File: src/rtl/cfs_md_chk_pkg.sv
// Shared types for the MD protocol checker: rule indices, channel states,
// and width helpers for the packed offset/size/channel fields.
package cfs_md_chk_pkg;

  localparam int NUM_RULES = 6;

  typedef enum logic [2:0] {
    VALID_DROP  = 3'd0,
    PAYLOAD_CHG = 3'd1,
    SIZE_OFS    = 3'd2,
    SIZE0       = 3'd3,
    ERR_OUTSIDE = 3'd4,
    TIMEOUT     = 3'd5
  } rule_e;

  typedef enum logic {
    IDLE = 1'b0,
    WAIT = 1'b1
  } ch_state_e;

  function automatic int ofs_w(input int dw);
    return ($clog2(dw / 8) > 1) ? $clog2(dw / 8) : 1;
  endfunction

  function automatic int size_w(input int dw);
    return $clog2(dw / 8) + 1;
  endfunction

  function automatic int idx_w(input int n);
    return (n > 1) ? $clog2(n) : 1;
  endfunction

endpackage

File: src/rtl/cfs_md_chk_channel.sv
// One MD channel: transfer FSM, payload capture, stall timer, transfer count.
// Ports: MD link + chk_en/timeout_limit/clr in; per-rule viol pulses, xfer_cnt out.
module cfs_md_chk_channel
  import cfs_md_chk_pkg::*;
#(
  parameter int DATA_WIDTH  = 32,
  parameter int TIMEOUT_W   = 8,
  parameter int CNT_W       = 16,
  parameter int ALLOW_SIZE0 = 0
) (
  input  logic                          clk,
  input  logic                          reset_n,
  input  logic                          valid,
  input  logic                          ready,
  input  logic                          err,
  input  logic [DATA_WIDTH-1:0]         data,
  input  logic [ofs_w(DATA_WIDTH)-1:0]  offset,
  input  logic [size_w(DATA_WIDTH)-1:0] size,
  input  logic                          chk_en,
  input  logic [TIMEOUT_W-1:0]          timeout_limit,
  input  logic                          clr,
  output logic [NUM_RULES-1:0]          viol,
  output logic [CNT_W-1:0]              xfer_cnt
);

  localparam int OW = ofs_w(DATA_WIDTH);
  localparam int SW = size_w(DATA_WIDTH);
  localparam logic [SW:0] BYTES = (SW+1)'(DATA_WIDTH / 8);

  ch_state_e              state_q, state_d;
  logic [DATA_WIDTH-1:0]  cap_data_q;
  logic [OW-1:0]          cap_ofs_q;
  logic [SW-1:0]          cap_size_q;
  logic [TIMEOUT_W-1:0]   stall_q, stall_d;
  logic                   to_done_q, to_done_d;
  logic                   capture;
  logic                   xfer;
  logic                   stall;
  logic [SW:0]            span;
  logic [CNT_W-1:0]       cnt_base;

  assign xfer  = valid & ready;
  assign stall = valid & ~ready;
  // One extra bit so size+offset can never wrap.
  assign span  = {1'b0, size} + {{(SW+1-OW){1'b0}}, offset};

  always_comb begin
    state_d   = state_q;
    stall_d   = stall_q;
    to_done_d = to_done_q;
    capture   = 1'b0;
    viol      = '0;
    if (!chk_en) begin
      state_d   = IDLE;
      stall_d   = '0;
      to_done_d = 1'b0;
    end else begin
      unique case (state_q)
        IDLE: begin
          if (stall) begin
            state_d = WAIT;
            stall_d = TIMEOUT_W'(1);
            capture = 1'b1;
          end
        end
        WAIT: begin
          if (!valid) begin
            state_d   = IDLE;
            stall_d   = '0;
            to_done_d = 1'b0;
            viol[VALID_DROP] = 1'b1;
          end else if (ready) begin
            state_d   = IDLE;
            stall_d   = '0;
            to_done_d = 1'b0;
          end else if (stall_q != '1) begin
            stall_d = stall_q + 1'b1;
          end
        end
      endcase
      if (state_q == WAIT && valid &&
          (data != cap_data_q || offset != cap_ofs_q ||
           size != cap_size_q))
        viol[PAYLOAD_CHG] = 1'b1;
      viol[SIZE_OFS]    = valid && (span > BYTES);
      viol[SIZE0]       = valid && (size == '0) && (ALLOW_SIZE0 == 0);
      viol[ERR_OUTSIDE] = err && !xfer;
      // Fires on the edge the counter reaches the limit; once per stall.
      if (state_d == WAIT && timeout_limit != '0 &&
          stall_d == timeout_limit && !to_done_q) begin
        viol[TIMEOUT] = 1'b1;
        to_done_d     = 1'b1;
      end
    end
  end

  assign cnt_base = clr ? '0 : xfer_cnt;

  always_ff @(posedge clk or negedge reset_n) begin
    if (!reset_n) begin
      state_q    <= IDLE;
      stall_q    <= '0;
      to_done_q  <= 1'b0;
      cap_data_q <= '0;
      cap_ofs_q  <= '0;
      cap_size_q <= '0;
      xfer_cnt   <= '0;
    end else begin
      state_q   <= state_d;
      stall_q   <= stall_d;
      to_done_q <= to_done_d;
      if (capture) begin
        cap_data_q <= data;
        cap_ofs_q  <= offset;
        cap_size_q <= size;
      end
      if (xfer && cnt_base != '1)
        xfer_cnt <= cnt_base + 1'b1;
      else
        xfer_cnt <= cnt_base;
    end
  end

endmodule

File: config.mk
export PLATFORM = sky130hd
export DESIGN_NAME = cfs_md_chk_channel
export DESIGN_NICKNAME = d
export VERILOG_FILES = /design/src/rtl/cfs_md_chk_pkg.sv /design/src/rtl/cfs_md_chk_channel.sv
export SDC_FILE = /design/constraint.sdc
export NUM_CORES = 1
export LEC_CHECK = 0
export CAP_MARGIN = 20
export CORE_ASPECT_RATIO = 1.4
export CORE_UTILIZATION = 48
export DETAILED_ROUTE_END_ITERATION = 7
export PLACE_DENSITY = 0.72
export SETUP_SLACK_MARGIN = 0.1
export SLEW_MARGIN = 10
export SYNTH_ARGS = -nofsm -noshare
export SYNTH_HDL_FRONTEND = slang
export SYNTH_SLANG_ARGS = --single-unit
File: constraint.sdc
create_clock -name clk -period 3.6 [get_ports clk]
set_input_delay 0.54 -clock clk [delete_from_list [all_inputs] [get_ports clk]]
set_output_delay 0.54 -clock clk [all_outputs]
set_load 0.005 [all_outputs]
* Yosys cells after proc, flatten, opt, wreduce, memory -nomap -nowiden *
Cells that the tools add are included.

word-level totals
  register bits after elaboration = 63
  logic and storage cells = 66
  input bits = 52
  output and inout port bits = 22

operators by class
  magnitude comparators = 1
  bitwise gates (word level) = 4
  add/sub/neg operators = 3
  multiplexer cells = 27
  reductions and logical operators = 16
  equal/unequal tests = 8

operators by type and width
  kind                                                                     count
  8-bit two-way mux                                                        6
  16-bit two-way mux                                                       2
  32-bit inequality test                                                   1
  16-bit by 1-bit adder with 16-bit output, second input constant          1
  1-bit two-way mux                                                        16
  16-bit inequality test, second input constant                            1
  8-bit case mux with 2 select lines                                       1
  1-bit logical AND                                                        9
  8-bit by 1-bit adder with 8-bit output, second input constant            1
  8-bit == test                                                            1
  8-bit inequality test, second input constant                             1
  8-bit nonzero test                                                       1
  6-bit two-way mux                                                        1
  3-bit by 2-bit adder with 4-bit output                                   1
  4-bit by 3-bit > comparator with 1-bit output, second input constant     1
  4-bit by 3-bit inequality test with 1-bit output, second input constant  1
  3-bit logical NOT                                                        1
  3-bit by 1-bit inequality test with 1-bit output, second input constant  1
  3-bit inequality test                                                    1
  1-bit AND                                                                2
  1-bit logical NOT                                                        2
  1-bit logical OR                                                         2
  2-bit inequality test                                                    1
  1-bit inverter                                                           2
  2 further kinds                                                          2

* Logic depth before layout (Yosys ltp) *
  depth after elaboration = 11
  gate-level depth with buffers = 9
  depth with buffers taken out = 8

* Worst setup path after synthesis *
No wires, ideal clock.

  path kind = in2out
  start = in ready
  end = out viol[5]
  stages on the path = 8
  buffers on the path = 2
  arrival time = 2.458 ns
  slack = 0.602 ns
  required time = 3.060 ns
  cell sequence = nand2b_1 buf_2 or4_2 o211ai_1 xor2_1 or4_4 nor3_1 buf_4

between the ends
  word-level cells in the longest chain between the ends = 10
  elaborated cells between the ends (all ways) = 18
  classes of those cells = eq/ne (1); mux (12); bitwise (2); reduce/logical (3)

RTL lines
  element                                                                                          line                                                source
  start: declaration                                                                               cfs_md_chk_channel.sv:14                            input logic ready,
  1-bit inverter                                                                                   cfs_md_chk_channel.sv:43                            assign stall = valid & ~ready;
  1-bit AND                                                                                        cfs_md_chk_channel.sv:43
  8-bit two-way mux / 1-bit two-way mux (equally long branches)                                    cfs_md_chk_channel.sv:60                            if (stall) begin
  8-bit case mux with 2 select lines / 1-bit case mux with 2 select lines (equally long branches)  cfs_md_chk_channel.sv:58                            unique case (state_q)
  8-bit two-way mux / 1-bit two-way mux (equally long branches)                                    cfs_md_chk_channel.sv:53                            if (!chk_en) begin
  8-bit == test / 1-bit logical AND (equally long branches)                                        cfs_md_chk_channel.sv:90, cfs_md_chk_channel.sv:89
  1-bit logical AND (*)                                                                            cfs_md_chk_channel.sv:89                            if (state_d == WAIT && timeout_limit != '0 &&
  1-bit logical AND (*)                                                                            cfs_md_chk_channel.sv:90                            stall_d == timeout_limit && !to_done_q) begin
  1-bit two-way mux (*)                                                                            cfs_md_chk_channel.sv:89
  6-bit two-way mux (*)                                                                            cfs_md_chk_channel.sv:53
  end: declaration                                                                                 cfs_md_chk_channel.sv:22                            output logic [NUM_RULES-1:0] viol,

Mark *: on every way between the ends. The rest lies on a longest branch, timed or not. The select of a mux whose other input is x is not followed.

* Worst setup path in the final report *
Same ends and word-level chain as after synthesis.

==> insert_results.sql <==
INSERT INTO impl_metrics (metric_group, metric, value, unit) VALUES
('timing', 'period_share', '93.9', '%'),
('routing', 'detail_route.iter0.violations', '124', ''),
('routing', 'wire_per_inst', '15.7', 'um'),
('floorplanning', 'num_io_pins', '74', ''),
('global_route', 'grt_max_degree', '44', ''),
('critical_path', 'crit_type', 'input port to output port', ''),
('logic_synthesis', 'mappedNetlistNets', '427', ''),
('floorplanning', 'dieArea', '8360', 'um2'),
('timing', 'whs', '182', 'ps'),
('clock_tree', 'hold_bufs_at_cts', '0', ''),
('timing', 'slew_viol_final', '0', ''),
('outcome', 'run_status', 'complete, no violations', ''),
('critical_path', 'critical_path.reg2reg.endpoint', 'to_done_q', ''),
('logic_synthesis', 'synth.ff_latch_count', '63', ''),
('logic_synthesis', 'netlist_top_cells_count', 'sky130_fd_sc_hd__dfrtp_1, sky130_fd_sc_hd__xnor2_1, sky130_fd_sc_hd__mux2_2, sky130_fd_sc_hd__nor2_1, sky130_fd_sc_hd__nand2_1', ''),
('timing', 'fin_crit', '3380', 'ps'),
('global_route', 'first_global_vias', '3085', ''),
('routing', 'vias_per_cell', '5.52', ''),
('routing', 'total_detailed_routing_wirelength', '8.82', 'mm'),
('floorplanning', 'die-width', '77.6', 'um'),
('clock_tree', 'cts.reportedPaths.clkPinSlew', '70', 'ps'),
('clock_tree', 'cts-htree-levels', '3', ''),
('timing', 'max-slew-margin-rel', '58.0', '%'),
('clock_tree', 'clock-sinks', '63', ''),
('logic_synthesis', 'syn-instance-count', '370', ''),
('critical_path', 'worstSetupStartpointType', 'input port', ''),
('global_route', 'track_usage', '22.7', '%'),
('routing', 'route.vias.total', '3104', ''),
('global_route', 'grt_antenna_before_repair', '0', ''),
('clock_tree', 'cts_root_buf', 'sky130_fd_sc_hd__clkbuf_8', ''),
('floorplanning', 'floorplan.initialDensity', '49.5', '%'),
('clock_tree', 'cts_made_buffers', '9', ''),
('critical_path', 'worstSetupEndpointType', 'output port', ''),
('critical_path', 'r2r.worst_path.cells', '7', ''),
('layout', 'post_route_cells_drive_above_1_share', '19.3', '%'),
('critical_path', 'r2r-start', 'stall_q[1]', ''),
('critical_path', 'critical_path_required', '3060', 'ps'),
('flow_run', 'max_cap_viol_count', '0', ''),
('logic_synthesis', 'syn_area', '3840', 'um2'),
('timing', 'timing.final.ws_setup', '220', 'ps'),
('routing', 'post_route_drc_violation_count', '0', ''),
('power_and_ir_drop', 'power.ir.vdd_worst', '301', 'uV'),
('logic_synthesis', 'ys_dominant_reg_cell', 'sky130_fd_sc_hd__dfrtp_1', ''),
('place', 'dp_hpwl', '6.61', 'mm'),
('clock_tree', 'max-clock-path-buffers', '2', ''),
('critical_path', 'critPathMaxFanout', '2', ''),
('place', 'io_buffers', '73', ''),
('clock_tree', 'cts_post_setup_buffers_inserted', '0', ''),
('routing', 'routedLengthMet1', '3.56', 'mm'),
('floorplanning', 'die-height', '108', 'um'),
('routing', 'maxUsedRoutingLayer', 'met4', ''),
('routing', 'postRouteAntennaNets', '0', ''),
('logic_synthesis', 'library_cell_occupying_the_most_area_in_the_post_synthesis_netlist', 'sky130_fd_sc_hd__dfrtp_1', ''),
('logic_synthesis', 'yosysUniqueCellTypes', '61', ''),
('clock_tree', 'clock_tree_from_tritoncts', 'done', ''),
('place', 'gp_congestion', '0.920', ''),
('power_and_ir_drop', 'power.static_leakage', '0.00197', 'uW'),
('global_route', 'wire_length_of_the_first_global_routing_pass', '14.6', 'mm'),
('routing', 'firstDrtPassIters', '4', ''),
('place', 'dp_cells', '546', ''),
('layout', 'area_delta_synth_final', '28.9', '%'),
('power_and_ir_drop', 'pwr_density_cell', '366', 'nW/um2'),
('logic_synthesis', 'share_of_synthesized_flip_flops_with_an_asynchronous_set_or_reset', '100', '%'),
('timing', 'clock-skew-final', '9.29', 'ps'),
('clock_tree', 'clock_insertion_delay_worst_skew', '330', 'ps'),
('timing', 'maxClockFrequency', '296', 'MHz'),
('global_route', 'gr-total-overflow', '0', ''),
('floorplanning', 'rows', '38', ''),
('timing', 'final-hold-violation-count', '0', ''),
('logic_synthesis', 'post-synth-top-count-cell', 'sky130_fd_sc_hd__dfrtp_1', ''),
('critical_path', 'worst-r2r-setup-slack', '1180', 'ps');
[metrics by stage]
step	power (uW)	util [%]	instance area, um2
final	1810	63.9	4950
after global routing	1910	63.9	4950
after CTS	1830	63.8	4940
after detailed placement	1230	61.3	4750
after global placement	1220	61.3	4750
after floorplan	1080	-	3840
[layout make-up]
class | count | area (um2)
well taps | 100 | 125
multi-input cells | 275 | 2120
inverters | 13 | 48.8
fillers | 659 | 2800
repair buffers | 95 | 886
clock inverters | 6 | 61.3
flip-flops and latches | 63 | 1580
clock buffers | 10 | 128
[routing by layer]
| layer | vias to the layer above | global-route usage [%] |
|---|---|---|
| li1 | 1500 | - |
| met1 | 1501 | 25.3 |
| met2 | 87 | 40.2 |
| met3 | 16 | 6.02 |
| met4 | 0 | 9.70 |
| met5 | - | 0 |
[worst max path at each step]
stage / from / to / slack, ps / cells past startpoint
after global placement: ready / viol[5] / -140 / 8
after detailed placement: ready / viol[5] / -210 / 8
after CTS: ready / viol[5] / 100 / 8
after floorplan: ready / viol[5] / 600 / 8
final: ready / viol[5] / 220 / 8
after global routing: ready / viol[5] / 150 / 8
[placed cells by master, fill, tap and decap left out, drive strengths merged, types with 6 or more instances in the layout]
master and instances:
inv 13, nand2 19, nand4 11, clkdlybuf4s50 71, buf 23, clkbuf 11
and2 9, nor2b 6, nand3 11, nor4 12, dfrtp 63, xor2 18
a21oi 6, mux2 39, nor2 22, nor3 7, xnor2 42
[critical path, cell delays in order]
cell	delay (ps)
sky130_fd_sc_hd__clkdlybuf4s50_1	430
sky130_fd_sc_hd__nand2b_4	150
sky130_fd_sc_hd__or4_2	650
sky130_fd_sc_hd__o211ai_1	160
sky130_fd_sc_hd__xor2_1	100
sky130_fd_sc_hd__or4_4	510
sky130_fd_sc_hd__nor3_2	160
sky130_fd_sc_hd__clkbuf_2	130
[logic make-up after synthesis]
| kind of cell | after synthesis | synth area share [%] |
|---|---|---|
| simple gates | 124 | 18.5 |
| fa+ha+maj | 5 | 1.83 |
| compound gates | 45 | 8.83 |
| buf+inv | 32 | 4.14 |
| mux | 41 | 12.0 |
| xor+xnor | 60 | 13.7 |
| flops | 63 | 41.1 |
[what timing repair did]
item	4_1_cts	5_1_grt
pin swaps	1	1
setup endpoints to repair	1	1
hold endpoints to repair	0	0
resized for setup	2	3
[state kept, by name, indices dropped and copies added, names as in the netlist]
| register | flops |
|---|---|
| to_done_q | 1 |
| xfer_cnt | 16 |
| state_q | 1 |
| cap_ofs_q | 2 |
| cap_size_q | 3 |
| stall_q | 8 |
| cap_data_q | 32 |
[power breakdown]
part | leakage (uW) | internal (uW) | switching, uW | total [uW]
combinational | 0.00108 | 217 | 142 | 359
clock | 0.0000960 | 317 | 277 | 595
sequential | 0.000799 | 799 | 59.2 | 858
total | 0.00197 | 1330 | 478 | 1810
Note: power is estimated with default switching activity, not from simulation.
